## src/rtl/switch_debounce_4.sv

```systemverilog
// switch_debounce_4: synchronises and independently debounces four raw switches into clean A..D levels.
module switch_debounce_4 #(
  parameter int SYNC_STAGES     = 2,
  parameter int DEBOUNCE_CYCLES = 500000,
  parameter int CNT_W           = 19
) (
  input  logic       clk,
  input  logic       rst_n,
  input  logic [3:0] sw_raw,
  output logic       A,
  output logic       B,
  output logic       C,
  output logic       D,
  output logic [3:0] code,
  output logic       changed
);
  localparam logic [CNT_W-1:0] LAST = CNT_W'(DEBOUNCE_CYCLES - 1);
  logic [SYNC_STAGES-1:0][3:0] sync;
  logic [3:0] synced, stable, stable_nxt;
  logic [CNT_W-1:0] cnt [4];
  logic [CNT_W-1:0] cnt_nxt [4];
  assign synced = sync[SYNC_STAGES-1];
  always_comb begin
    stable_nxt = stable;
    for (int i = 0; i < 4; i++) begin
      cnt_nxt[i] = '0;
      if (synced[i] != stable[i]) begin
        if (cnt[i] >= LAST) stable_nxt[i] = synced[i];
        else cnt_nxt[i] = cnt[i] + 1'b1;
      end
    end
  end
  always_ff @(posedge clk or negedge rst_n) begin
    if (!rst_n) begin
      sync    <= '0;
      cnt     <= '{default: '0};
      stable  <= '0;
      changed <= 1'b0;
    end else begin
      sync    <= {sync[SYNC_STAGES-2:0], sw_raw};
      cnt     <= cnt_nxt;
      stable  <= stable_nxt;
      changed <= |(stable ^ stable_nxt);
    end
  end
  assign {A, B, C, D} = stable;
  assign code = stable;
endmodule

```

## config.mk

```make
export PLATFORM = sky130hd
export DESIGN_NAME = switch_debounce_4
export DESIGN_NICKNAME = d
export VERILOG_FILES = /design/src/rtl/switch_debounce_4.sv
export SDC_FILE = /design/constraint.sdc
export NUM_CORES = 1
export LEC_CHECK = 0
export BUFFER_PORTS_ARGS = -buffer_cell sky130_fd_sc_hd__buf_2
export CAP_MARGIN = 15
export CORE_MARGIN = 1
export CORE_UTILIZATION = 55
export DETAILED_ROUTE_END_ITERATION = 6
export MAX_ROUTING_LAYER = met4
export PLACE_DENSITY = 0.81
export SKIP_LAST_GASP = 1
export SYNTH_ARGS = -nofsm -noshare
export SYNTH_HDL_FRONTEND = slang
export SYNTH_SLANG_ARGS = --single-unit
```

## constraint.sdc

```tcl
create_clock -name clk -period 2.1 [get_ports clk]
set_input_delay 0.525 -clock clk [delete_from_list [all_inputs] [get_ports clk]]
set_output_delay 0.525 -clock clk [all_outputs]
set_load 0.01 [all_outputs]
```

==> reports/qor.yml <==
synthesis:
  syn_nets: 430
  syn_inst: 420
  synth.avg_cell_area_um2: 10.1
  synth_common_cells: "dfrtp_1 (89), nor2_1 (77), xor2_1 (38)"
  synthDistinctLibCells: 41
  synth.area.top_cells: "dfrtp_1 (52%), xor2_1 (7.8%), nor2_1 (6.8%)"
  synth_seq_area_share_pct: 52.4
  ys_async_sr_fraction_pct: 100
  yosys.area.top_type: "dfrtp_1"
  syn-cell-area_um2: 4250
  synth_top_area_share_pct: 52.4
  ys_ff_latch: 89
  synth_most_common_cell: "dfrtp_1"
  ys_warn_count: 0
  synth-main-ff-cell: "dfrtp_1"
  synth-edff-count: 0
drt:
  ant_nets: 0
  firstDrtPassIters: 4
  wl_per_cell_um: 15.0
  viasPerCell: 5.62
  drc_errors: 0
  wirelength_um: 8580
  vias: 3222
  drt_iter0_drc: 125
setup_path:
  crit_buf_inv: 1
  start_kind: "flip-flop"
  worstPathRequired_ps: 2320
  end_kind: "flip-flop"
  cp.arrival_ps: 2440
  ff2ff_setup_slack_ps: -110
  r2r_cells: 6
  r2r_start: "cnt[7]$_DFF_PN0_"
  critPathMaxStageDelay_ps: 510
  worst-path-max-fanout: 2
  path_cells: "or3_4 > a211o_1 > a221oi_2 > buf_4 > nor3b_1 > or4_1"
  crit_family: "simple AND/OR/NAND/NOR gates"
  slowest_stage: "or4_1"
  worst_r2r_endpoint: "changed$_DFF_PN0_"
  critPathKind: "reg -> reg"
  critPathLaunch: "cnt[7]$_DFF_PN0_"
placed_design:
  place.port_buffers: 14
  hpwlAfterDp_um: 5710
  gp_congestion: 0.824
global_routing:
  grt_overflow: 0
  grt_pass1_wl_um: 14500
  antenna_found_initial: 0
  grt_max_degree: 43
  grt_pass1_vias: 3240
  grt_use_total_pct: 22.7
floorplan:
  rows: 31
  die-area_um2: 8080
  core_um2: 7370
  num_io_pins: 15
  die_x_um: 89.9
  start_util_pct: 57.6
  die_height_um: 89.9
cts:
  cts_root_buf: "clkbuf_8"
  path_clk_slew_ps: 90
  tritoncts: "built"
  cts.sinks: 89
  numCtsBuffers: 9
  insertion_delay_ps: 350
  hold_buffers: 0
  cts_buffer_depth: 2
  htree_levels: 3
power_and_ir_drop:
  p_sw_w: 0.000699
  powerDensity_nw_per_um2: 613
  power_leakage_nw: 2.27
  pwr-share-clk_pct: 37.5
  irDropWorstVdd_mv: 0.578
  comb_power_share_pct: 4.4
  p_int_w: 0.00233
  power.total_w: 0.00303
  power_frac_seq_pct: 58.1
  switching_share_pct: 23.1
timing:
  max_freq_mhz: 452
  slew_viol_final: 0
  rsz0062_at_grt: "yes"
  setup_violations: 18
  fin_hold_ws_ps: 148
  slew_headroom_pct: 59.8
  fin_crit_ps: 2210
  worst_slack_ps: -114
  tightest_slew_ps: 598
  period_share_pct: 105
  finClkSkew_ps: 6.84
  hold_viol_final: 0
final_layout:
  nFillCells: 533
  drive_above_1_share_pct: 17.7
  n_antenna_cell: 0
  area_growth_pct: 16.3
  final_nets: 480
run:
  cap_violations: 0
status:
  status: "complete, but fails checks"
  violations: "negative setup slack"
worst_hold_path:
  hold_class: "in -> async"
==> power by group through the flow <==
stage	clock [W]	sequential (W)	combinational (W)
final	0.00114	0.00176	0.000133
after global routing	0.00122	0.00176	0.000151
after CTS	0.00116	0.00176	0.000131
after detailed placement	0	0.00179	0.000130
after global placement	0	0.00179	0.000123
after floorplan	0	0.00179	0.0000556
==> metrics by stage <==
step | cells | utilization, % | area [um2] | setup slack (ps) | setup TNS [ps]
after floorplan | 420 | - | 4260 | 11.1 | 0
after global routing | 573 | 67.0 | 4940 | -144 | -1810
after detailed placement | 556 | 63.5 | 4680 | -58.7 | -533
after CTS | 571 | 66.0 | 4870 | -77.1 | -1110
after global placement | 556 | 63.5 | 4680 | -7.48 | -87.7
final | 573 | 67.0 | 4940 | -114 | -262
==> worst register-to-register path: stages, from the launching register on <==
cell and delay, ps:
dfrtp_1 400, or3_4 400, a211o_1 270, a221oi_2 290
buf_4 170, nor3b_1 50, or4_1 510
==> logic make-up after synthesis <==
family,share of synthesized area (%)
adders and majority gates,1.18
muxes,1.06
and+or+nand+nor,23.4
AOI/OAI and AO/OA,5.04
xor gates and xnor gates,14.0
DFF,52.4
buffers and inverters,2.83
==> cell usage in the layout (no fill, tap or decap), drive strengths merged, types with 5 or more instances in the layout <==
cell type  count
and3          15
buf           52
nand4         18
dfrtp         89
nand3         21
nor3          24
xor2          38
nand2         27
and4           5
inv           12
clkbuf        10
xnor2         30
nor2          77
==> cell type report <==
class	instances	area, um2	area share [%]
well taps	99	124	2.51
inverters	12	45.0	0.912
clock inverters	5	57.6	1.17
multi-input cells	306	1950	39.4
repair buffers	52	412	8.33
flip-flops and latches	89	2230	45.1
clock buffers	10	128	2.58
==> worst max-delay path by stage <==
| stage | end | cells after the start | slack (ps) |
|---|---|---|---|
| after floorplan | changed$_DFF_PN0_ | 5 | 10 |
| after global placement | cnt[51]$_DFF_PN0_ | 6 | -7 |
| after detailed placement | changed$_DFF_PN0_ | 5 | -60 |
| after CTS | cnt[54]$_DFF_PN0_ | 6 | -80 |
| after global routing | code[3]$_DFF_PN0_ | 8 | -140 |
| final | changed$_DFF_PN0_ | 6 | -110 |
==> layer usage <==
layer | vias to the layer above | global-route usage, % | wire length, um
li1 | 1539 | - | -
met1 | 1610 | 28.8 | 3860
met2 | 60 | 36.5 | 4360
met3 | 13 | 3.72 | 259
met4 | 0 | 9.68 | 109
met5 | - | - | 0
==> sequential cells by signal, summed over array words and instances, names as in the netlist <==
register  flops
cnt          76
code          4
sync          4
synced        4
changed       1
==> timing repair <==
action                                  in CTS  in global routing
setup buffers                                0                  2
pin swaps                                    0                  5
gates resized for setup                      0                  8
endpoints found under the setup margin      20                 37
No activity file was read; power rests on OpenSTA's default activity.
